`config.mk`:
```
export PLATFORM = sky130hd
export DESIGN_NAME = matrix_keypad_scan_flat
export DESIGN_NICKNAME = d
export VERILOG_FILES = /design/src/rtl/matrix_keypad_scan_pkg.sv /design/src/rtl/matrix_keypad_scan_if.sv /design/src/rtl/matrix_keypad_scan_col_debounce.sv /design/src/rtl/matrix_keypad_scan.sv /design/src/flat_wrapper.sv
export SDC_FILE = /design/constraint.sdc
export NUM_CORES = 2
export LEC_CHECK = 0
export CORE_MARGIN = 3
export CORE_UTILIZATION = 50
export DETAILED_ROUTE_END_ITERATION = 6
export DONT_BUFFER_PORTS = 1
export SYNTH_ARGS = -nofsm -noshare
export SYNTH_HDL_FRONTEND = slang
export SYNTH_SLANG_ARGS = --single-unit
```
`constraint.sdc`:
```
create_clock -name clk -period 6.7 [get_ports clk]
set_clock_uncertainty 0.1 [all_clocks]
set_input_delay 0.335 -clock clk [delete_from_list [all_inputs] [get_ports clk]]
set_output_delay 0.335 -clock clk [all_outputs]
set_load 0.01 [all_outputs]
```
`src/rtl/matrix_keypad_scan_pkg.sv`:
```
// Shared definitions for the 16x16 key matrix scanner: geometry, register
// selects and the row-word type matching the matrix framebuffer layout.
package matrix_kbd_pkg;

    localparam int COLS = 16;
    localparam int ROWS = 16;

    localparam logic [1:0] REG_STATE  = 2'b00;
    localparam logic [1:0] REG_EVENT  = 2'b01;
    localparam logic [1:0] REG_STATUS = 2'b10;
    localparam logic [1:0] REG_CTRL   = 2'b11;

    typedef logic [15:0] row_word_t;

    // Column c lands in bit 15-c so a row word reads left-to-right like the display.
    function automatic logic [3:0] col_to_bit(input logic [3:0] col);
        return 4'd15 - col;
    endfunction

endpackage

```
`src/rtl/matrix_keypad_scan_if.sv`:
```
// CPU-side register bus of the key matrix scanner: word address, write data,
// strobes and registered read data.
interface matrix_keypad_scan_if;

    logic [29:0] address;
    logic [31:0] data_in;
    logic        we;
    logic        re;
    logic [31:0] data_out;

    modport master (
        output address,
        output data_in,
        output we,
        output re,
        input  data_out
    );

    modport slave (
        input  address,
        input  data_in,
        input  we,
        input  re,
        output data_out
    );

endinterface

```
`src/rtl/matrix_keypad_scan_col_debounce.sv`:
```
// Debounce history for one matrix column: last raw sample plus a saturating
// run-length counter; flags a commit when the run reaches DEBOUNCE samples.
module col_debounce
    import matrix_kbd_pkg::*;
#(
    parameter int DEBOUNCE = 4
) (
    input  logic      clk,
    input  logic      rst_n,
    input  logic      sample_en,
    input  row_word_t sample,
    output logic      commit
);

    row_word_t  raw;
    logic [3:0] cnt;
    logic [3:0] cnt_nxt;

    always_comb begin
        cnt_nxt = cnt;
        if (sample != raw) begin
            cnt_nxt = '0;
        end else if (cnt != 4'hF) begin
            cnt_nxt = cnt + 4'd1;
        end
    end

    // With a single-sample threshold the counter runs past 0 on stable input,
    // so every enabled sample commits instead of relying on the count match.
    always_comb begin
        commit = sample_en && ((DEBOUNCE == 1) || (cnt_nxt == 4'(DEBOUNCE - 1)));
    end

    always_ff @(posedge clk) begin
        if (!rst_n) begin
            raw <= '0;
            cnt <= '0;
        end else if (sample_en) begin
            raw <= sample;
            cnt <= cnt_nxt;
        end
    end

endmodule

```
`src/rtl/matrix_keypad_scan.sv`:
```
// Memory-mapped 16x16 key matrix scanner: column drive, row synchronizer,
// per-column debounce, key state / sticky press events and interrupt.
module matrix_keypad_scan
    import matrix_kbd_pkg::*;
#(
    parameter int SCAN_DIV = 16,
    parameter int DEBOUNCE = 4
) (
    input  logic                 clk,
    input  logic                 rst_n,
    matrix_keypad_scan_if.slave  bus,
    input  logic [15:0]          from_matrix,
    output logic [3:0]           matrix_col_sel,
    output logic                 irq
);

    localparam int              DW         = $clog2(SCAN_DIV);
    localparam logic [DW-1:0]   DWELL_LAST = DW'(SCAN_DIV - 1);

    logic [DW-1:0] dwell;
    row_word_t     sync_q1;
    row_word_t     sync_q2;
    logic [15:0]   frame_cnt;
    logic          sample_en;
    logic [COLS-1:0] col_en;
    logic [COLS-1:0] commit;
    logic          commit_any;
    logic [3:0]    commit_bit;

    row_word_t     key_state     [ROWS];
    row_word_t     key_state_nxt [ROWS];
    row_word_t     key_event     [ROWS];
    row_word_t     key_event_nxt [ROWS];

    logic          ien;
    logic          any_event;
    logic [1:0]    reg_sel;
    logic [2:0]    pair;
    logic [3:0]    row_hi;
    logic [3:0]    row_lo;
    logic          evt_clr;
    logic [31:0]   rd_data;
    logic          unused_bus;

    assign unused_bus = ^{bus.address[29:5], bus.data_in[31:1]};

    // ---------------------------------------------------------------- scan
    assign sample_en = (dwell == DWELL_LAST);

    always_ff @(posedge clk) begin
        if (!rst_n) begin
            sync_q1        <= '0;
            sync_q2        <= '0;
            dwell          <= '0;
            matrix_col_sel <= '0;
            frame_cnt      <= '0;
        end else begin
            sync_q1 <= from_matrix;
            sync_q2 <= sync_q1;
            if (sample_en) begin
                dwell          <= '0;
                matrix_col_sel <= matrix_col_sel + 4'd1;
                if (matrix_col_sel == 4'd15) begin
                    frame_cnt <= frame_cnt + 16'd1;
                end
            end else begin
                dwell <= dwell + DW'(1);
            end
        end
    end

    // ------------------------------------------------------------ debounce
    always_comb begin
        col_en = '0;
        for (int unsigned c = 0; c < COLS; c++) begin
            col_en[c] = sample_en && (matrix_col_sel == 4'(c));
        end
    end

    for (genvar c = 0; c < COLS; c++) begin : g_col
        col_debounce #(
            .DEBOUNCE (DEBOUNCE)
        ) u_col_debounce (
            .clk       (clk),
            .rst_n     (rst_n),
            .sample_en (col_en[c]),
            .sample    (sync_q2),
            .commit    (commit[c])
        );
    end

    assign commit_any = |commit;
    assign commit_bit = col_to_bit(matrix_col_sel);

    // ------------------------------------------------------- bus decode
    assign reg_sel = bus.address[4:3];
    assign pair    = bus.address[2:0];
    assign row_hi  = {pair, 1'b0};
    assign row_lo  = {pair, 1'b1};
    assign evt_clr = bus.re && (reg_sel == REG_EVENT);

    // Read-clear is applied before the commit so a press landing in the same
    // cycle survives; the read itself still returns the pre-update value.
    always_comb begin
        key_state_nxt = key_state;
        key_event_nxt = key_event;
        if (evt_clr) begin
            key_event_nxt[row_hi] = '0;
            key_event_nxt[row_lo] = '0;
        end
        if (commit_any) begin
            for (int unsigned r = 0; r < ROWS; r++) begin
                if (sync_q2[r] && !key_state[r][commit_bit]) begin
                    key_event_nxt[r][commit_bit] = 1'b1;
                end
                key_state_nxt[r][commit_bit] = sync_q2[r];
            end
        end
    end

    always_comb begin
        any_event = 1'b0;
        for (int unsigned r = 0; r < ROWS; r++) begin
            any_event = any_event | (|key_event[r]);
        end
    end

    always_comb begin
        rd_data = '0;
        case (reg_sel)
            REG_STATE:  rd_data = {key_state[row_hi], key_state[row_lo]};
            REG_EVENT:  rd_data = {key_event[row_hi], key_event[row_lo]};
            REG_STATUS: rd_data = {frame_cnt, 8'h00, matrix_col_sel, 2'b00, ien, any_event};
            REG_CTRL:   rd_data = {31'b0, ien};
            default:    rd_data = '0;
        endcase
    end

    // ---------------------------------------------------------- registers
    always_ff @(posedge clk) begin
        if (!rst_n) begin
            for (int unsigned r = 0; r < ROWS; r++) begin
                key_state[r] <= '0;
                key_event[r] <= '0;
            end
            ien          <= 1'b0;
            bus.data_out <= '0;
            irq          <= 1'b0;
        end else begin
            key_state <= key_state_nxt;
            key_event <= key_event_nxt;
            if (bus.we && (reg_sel == REG_CTRL)) begin
                ien <= bus.data_in[0];
            end
            if (bus.re) begin
                bus.data_out <= rd_data;
            end
            irq <= ien & any_event;
        end
    end

endmodule

```
`src/flat_wrapper.sv`:
```
// flat-port wrapper written by rule: the top's interface ports become plain ports
module matrix_keypad_scan_flat import matrix_kbd_pkg::*;
#(
    parameter int SCAN_DIV = 16,
    parameter int DEBOUNCE = 4
)
  (clk, rst_n, from_matrix, matrix_col_sel, irq, bus_address, bus_data_in, bus_we, bus_re, bus_data_out);
  matrix_keypad_scan_if bus_i ();
  input  logic clk;
  input  logic rst_n;
  input  logic [15:0] from_matrix;
  output logic [3:0] matrix_col_sel;
  output logic irq;
  input wire logic [$bits(bus_i.address)-1:0] bus_address;
  input wire logic [$bits(bus_i.data_in)-1:0] bus_data_in;
  input wire logic [$bits(bus_i.we)-1:0] bus_we;
  input wire logic [$bits(bus_i.re)-1:0] bus_re;
  output wire logic [$bits(bus_i.data_out)-1:0] bus_data_out;
  assign bus_i.address = bus_address;
  assign bus_i.data_in = bus_data_in;
  assign bus_i.we = bus_we;
  assign bus_i.re = bus_re;
  assign bus_data_out = bus_i.data_out;
  matrix_keypad_scan #(.SCAN_DIV(SCAN_DIV), .DEBOUNCE(DEBOUNCE)) u_core (.clk(clk), .rst_n(rst_n), .bus(bus_i), .from_matrix(from_matrix), .matrix_col_sel(matrix_col_sel), .irq(irq));
endmodule
```
---- Word-level counts from Yosys, hierarchy flattened ----
Index checks and enable logic that the tools add are counted.
storage, ports and cells
  output and inout port bits .............. 37
  bits of input ports ..................... 82
  logic and storage cells ................. 411
  bits in registers ....................... 922
cells by class
  order comparisons ....................... 6
  equality and inequality tests ........... 67
  muxes and demuxes ....................... 117
  bitwise operators ....................... 39
  $add $sub $neg .......................... 20
  reductions and logical operators ........ 90
operators by type and width
  kind                     number
  $and A256 B256 Y256      2
  $mux W256                2
  $not A256 Y256           2
  $mux W16                 26
  $reduce_or A16 Y1        17
  $bmux W16 S4             4
  $bwmux W16               16
  $ne A16 B16 Y1           16
  $or A16 B16 Y16          16
  $demux W16 S4            2
  $mux W4                  32
  $pmux W32 S4             1
  $add A4 B1 Y4 const B    18
  $eq A4 B2 Y1 const B     18
  $bmux W1 S4              16
  $ne A4 B4 Y1 const B     16
  $logic_and A1 B1 Y1      53
  $eq A4 B4 Y1 const B     9
  $mux W1                  17
  $add A16 B1 Y16 const B  1
  $eq A4 B3 Y1 const B     4
  $logic_not A1 Y1         16
  $or A1 B1 Y1             15
  $ge A5 B5 Y1 const B     2
  15 further kinds         18

---- Longest topological paths before layout ----
  depth after elaboration ................. 17
  mapped depth ............................ 15
  mapped depth without buffers ............ 8

---- Hierarchy ----
From an unflattened synthesis, not the netlist that was laid out.
unflattened totals
  cells, all modules ...................... 4543
  area total of the unflattened synthesis .. 44114.8 sq um
by module, submodules not included
  module              area each (sq um)  times used  cells each
  matrix_keypad_scan  27879.2            1           2863
  col_debounce        1014.7             16          105

---- Worst setup path after synthesis ----
OpenSTA, ideal clock, no wires.
  path kind ............................... flip-flop to flip-flop
  from .................................... reg u_core.matrix_col_sel[0]
  to ...................................... reg u_core.key_event[15] (netlist name)
  cell stages (with the launch flop) ...... 16
  required time ........................... 6461 ps
  arrival ................................. 3499 ps
  buffers on the path ..................... 7
  path slack .............................. 2963 ps
  cell sequence ........................... dfxtp_1 -> clkbuf_1 -> buf_2 -> clkbuf_1 -> inv_1 -> ha_1 -> clkbuf_1 -> and3_1 -> nand4_1 -> o22ai_1 -> or4_4 -> buf_6 -> buf_12 -> o311ai_4 -> buf_6 -> o21ai_1
between the ends
  cells in the longest elaborated chain, start to end .. 8
ends and longest elaborated chain
  element                                                                    line                          RTL
  start: declaration                                                         matrix_keypad_scan.sv:13      output logic [3:0] matrix_col_sel,
  start signal: assignment                                                   matrix_keypad_scan.sv:62      matrix_col_sel <= matrix_col_sel + 4'd1;
  $sub A4 B4 Y4 *                                                            matrix_keypad_scan_pkg.sv:17  return 4'd15 - col;
  via u_core.commit_bit[0]                                                   matrix_keypad_scan.sv:28      logic [3:0] commit_bit;
  $lt A4 B5 Y1 (not written as such) / $ge A4 B1 Y1 (equally long branches)  matrix_keypad_scan.sv:114     key_event_nxt[r][commit_bit] = 1'b1;
  $logic_and A1 B1 Y1 (not written as such)                                  matrix_keypad_scan.sv:114
  $mux W1 (not written as such)                                              matrix_keypad_scan.sv:114
  $demux W1 S4                                                               n/a
  $or A16 B16 Y16 (no source line)                                           n/a
  $mux W16 *                                                                 matrix_keypad_scan.sv:113     if (sync_q2[r] && !key_state[r][commit_bit]) begin
  $mux W256 *                                                                matrix_keypad_scan.sv:111     if (commit_any) begin
  end signal: assignment                                                     matrix_keypad_scan.sv:151     key_event <= key_event_nxt;
  end: declaration                                                           matrix_keypad_scan.sv:32      row_word_t key_event [ROWS];
Mark *: on every way through the listed nets, which the timed path passes. The rest lies on a longest branch. The select of a mux whose other input is x is not followed.
A chain may end at the register's enable or synchronous reset.

---- Final worst setup path ----
  from .................................... reg u_core.matrix_col_sel[1]
  to ...................................... reg u_core.key_event[237] (netlist name)
between the ends
  cells in the longest elaborated chain, start to end .. 8
ends and longest elaborated chain
  element                                                                    line
  $sub A4 B4 Y4                                                              matrix_keypad_scan_pkg.sv:17
  $lt A4 B5 Y1 (not written as such) / $ge A4 B1 Y1 (equally long branches)  matrix_keypad_scan.sv:114
  $logic_and A1 B1 Y1 (not written as such)                                  matrix_keypad_scan.sv:114
  $mux W1 (not written as such)                                              matrix_keypad_scan.sv:114
  $demux W1 S4                                                               n/a
  $or A16 B16 Y16 (no source line)                                           n/a
  $mux W16                                                                   matrix_keypad_scan.sv:113
  $mux W256 *                                                                matrix_keypad_scan.sv:111
Every way passes the cells marked *; elsewhere a longest branch is shown, timed or not. The select of a mux whose other input is x is not followed.

==> impl_metrics.py <==
metrics = {
    "status": {
        "outcome": "finished, violations left",
        "violations": "slew limit",
    },
    "worst_setup_path": {
        "crit_fanout": 27,
        "crit_buf_inv": 1,
        "cp.arrival_ns": 5.10,
        "critPathCaptureType": "register",
        "max_stage_delay_ns": 0.99,
        "critPathTopFamily": "simple AND/OR/NAND/NOR gates",
        "path_class": "register to register",
        "critPathSlowestCell": "o311ai_4",
        "worstSetupStartpointType": "register",
        "crit_required_ns": 7.11,
        "path_cells": "inv_1, ha_1, and3_1, nand4_1, o22ai_1, or4_4, o311ai_4, o21ai_0",
    },
    "job": {
        "drv_cap": 0,
    },
    "die": {
        "die_area_sq_mm": 0.0882,
        "die_h_um": 297,
        "core_area_sq_mm": 0.0838,
        "rows": 106,
        "start_util": 0.505,
        "die_w_um": 297,
        "pin_count": 119,
    },
    "synth": {
        "synth-seq-cells": 922,
        "ys.flop_type": "dfxtp_1",
        "synth-edff-count": 0,
        "ys_seq_area_frac": 0.436,
        "synth.avg_cell_area_sq_um": 8.99,
        "synth.net_count": 4816,
        "netlist_instances": 4712,
        "netlist_area_sq_mm": 0.0423,
        "async_flop_share": 0,
        "ys_types": 74,
        "yosys_warnings": 0,
    },
    "cells_and_area": {
        "syn2layout_area_growth_pct": 8.94,
        "drive_gt1_frac": 0.0954,
        "fin_area_sq_mm": 0.0461,
        "fin_nets": 4636,
    },
    "clock_tree": {
        "cts.sinks": 922,
        "post_cts_buffers": 0,
        "htree_levels": 3,
        "clkTransAtPathRegs_ns": 0.06,
        "insertion_delay_ns": 0.67,
        "root_buffer": "clkbuf_16",
        "cts_tree": "built",
        "cts_max_path_buffers": 3,
        "cts_buffers": 97,
    },
    "timing": {
        "tns_ns": 0,
        "final_max_slew_viol_count": 160,
        "clock.fmax_ghz": 0.213,
        "slew_headroom": -0.0639,
        "hold_viol_final": 0,
        "finalCritPeriodShare": 0.700,
        "setup_viol": 0,
        "final.min_clock_period_ns": 4.69,
        "grt_setup_unrepaired": "no",
        "worstMarginPinSlew_ns": 1.60,
    },
    "route": {
        "vias": 34900,
        "wirelength_um": 134000,
        "post-route-drc-count": 0,
        "drtPass1Iterations": 6,
        "ant_nets": 0,
        "via_per_inst": 6.07,
        "drt_iter0_drc": 3457,
        "drt-wirelength-per-cell_um": 23.3,
    },
    "pwr": {
        "ir_worst_vdd_mv": 0.233,
        "leakage_uw": 0.0172,
        "p_per_area_mw_per_mm2": 254,
    },
    "place": {
        "place_congestion": 0.876,
        "postPlaceCellArea_sq_mm": 0.0423,
        "hpwl_um": 82500,
        "port_buffers": 0,
    },
    "global_route": {
        "grt-ovfl-total": 0,
        "first_global_vias": 32500,
        "grt_usage": 0.293,
        "grt_max_degree": 307,
        "antenna_found_initial": 2,
        "grt_first_pass_wirelength_um": 203000,
    },
    "worst_hold_path": {
        "min_path_type": "input port to register",
    },
}
where the power goes:
part           switching (uW)  leakage (uW)  internal [uW]
Clock                    2350       0.00168           3350
Combinational             335       0.00807            118
Sequential               52.0       0.00744           5500
synth_stat cells (all sizes together) (5+ instances only):
cell     number  area (sq um)
a211oi        9          67.6
a21oi       325          1630
a221oi       31           272
a22o         31           272
a22oi       204          1530
a2bb2oi       5          43.8
a31oi        53           332
a32oi         5          43.8
a41o          7          70.1
a41oi        20           175
and2         36           225
and3         24           155
buf         120          1150
clkbuf      276          1040
dfxtp       922         18500
ha           22           275
inv          15          56.3
mux2         17           191
mux2i       288          2880
mux4         64          1440
nand2      1092          4110
nand2b       10          62.6
nand3        62           315
nand4        87           636
nor2        121           457
nor3         14          70.1
nor3b        13          97.6
nor4        111           767
o211a        12           120
o211ai       22           333
o21ai       350          1770
o311ai       16           420
xnor2       129          1130
xor2        159          1420
final cells by class:
cell class | instances | area (sq um)
Fill cell | 7671 | 37700
Inverter | 16 | 67.6
Sequential cell | 922 | 18500
Clock inverter | 41 | 563
Multi-Input combinational cell | 3378 | 21700
Antenna cell | 3 | 7.51
Timing Repair Buffer | 117 | 1030
Tap cell | 1134 | 1420
Clock buffer | 139 | 2840
through the flow:
step,util,cells,total power [uW],setup WS [ns],hold slack (ns)
2_1_floorplan,-,4712,5960,2.96,0.312
3_3_place_gp,0.505,5534,6050,2.10,0.314
3_5_place_dp,0.505,5534,6050,2.03,0.319
4_1_cts,0.550,5747,11800,2.04,0.00225
5_1_grt,0.550,5747,12000,1.79,0.0326
6_report,0.550,5750,11700,2.01,0.0501
repair_timing:
| item | CTS | global route |
|---|---|---|
| hold buffers | 33 | 0 |
| resized for setup | 0 | 0 |
| hold endpoints to repair | 326 | 0 |
| endpoints found under the setup margin | 0 | 0 |
layout by cell type, fill, tap and decap left out, types with 18 or more instances in the layout:
cell           netlist  final
clkbuf_8             0     25
a22o_1              31     31
dfxtp_2              0     18
a31oi_1             53     53
mux2i_1            288    288
xor2_1             156    156
and3_1              23     22
nand4_1             78     78
mux4_2              64     64
xnor2_1            129    129
clkbuf_16            0     97
a21oi_1            325    317
o21ai_0            246    230
dlygate4sd3_1        0     28
a22oi_1            204    204
buf_4               27     83
nor2_1             120    120
clkinv_2             0     19
a41oi_1             20     20
ha_1                22     22
nand3_1             61     61
o21ai_1             99    110
dfxtp_1            922    902
a221oi_1            31     31
nand2_1           1091   1091
and2_1              36     36
nor4_1             105    105
cells by family after synthesis:
family / share of synthesized area
AO/OA/AOI/OAI: 0.171
multiplexers: 0.107
buffers and inverters: 0.0531
AND/OR/NAND/NOR: 0.167
XOR/XNOR: 0.0601
flip-flops: 0.436
adder cells (fa/ha/maj): 0.00650
routing by layer:
layer,GRT usage,part of all wire,vias up
li1,-,-,16300
met1,0.404,0.44,17000
met2,0.464,0.45,1414
met3,0.0471,0.077,253
met4,0.105,0.035,0
met5,0,0,-
final timing paths:
check / startpoint / to / slack, ns / depth (start not counted)
max reg2reg: u_core.matrix_col_sel[1] / u_core.key_event[237] / 2.01 / 8
min: bus_address[3] / u_core.bus.data_out[25] / 0.05 / 3
max: u_core.matrix_col_sel[1] / u_core.key_event[237] / 2.01 / 8
min reg2reg: u_core.sync_q1[7] / u_core.sync_q2[7] / 0.33 / 1
worst reg2reg max path: cells and delay by family (launching register included):
| family | cells | cell delay, ns |
|---|---|---|
| and+or+nand+nor | 3 | 1.65 |
| AOI/OAI and AO/OA | 3 | 1.42 |
| DFF | 1 | 0.68 |
| adders and majority gates | 1 | 0.53 |
| buffers and inverters | 1 | 0.16 |
state kept, by name (all words and copies together) (netlist names):
register and flops:
u_core.bus.data_out 32, u_core.dwell 4, u_core.frame_cnt 16, u_core.g_col.u_col_debounce.cnt 64, u_core.g_col.u_col_debounce.raw 256, u_core.ien 1, u_core.irq 1, u_core.key_event 256
u_core.key_state 256, u_core.matrix_col_sel 4, u_core.sync_q1 16, u_core.sync_q2 16
(Power assumes the default switching activity.)
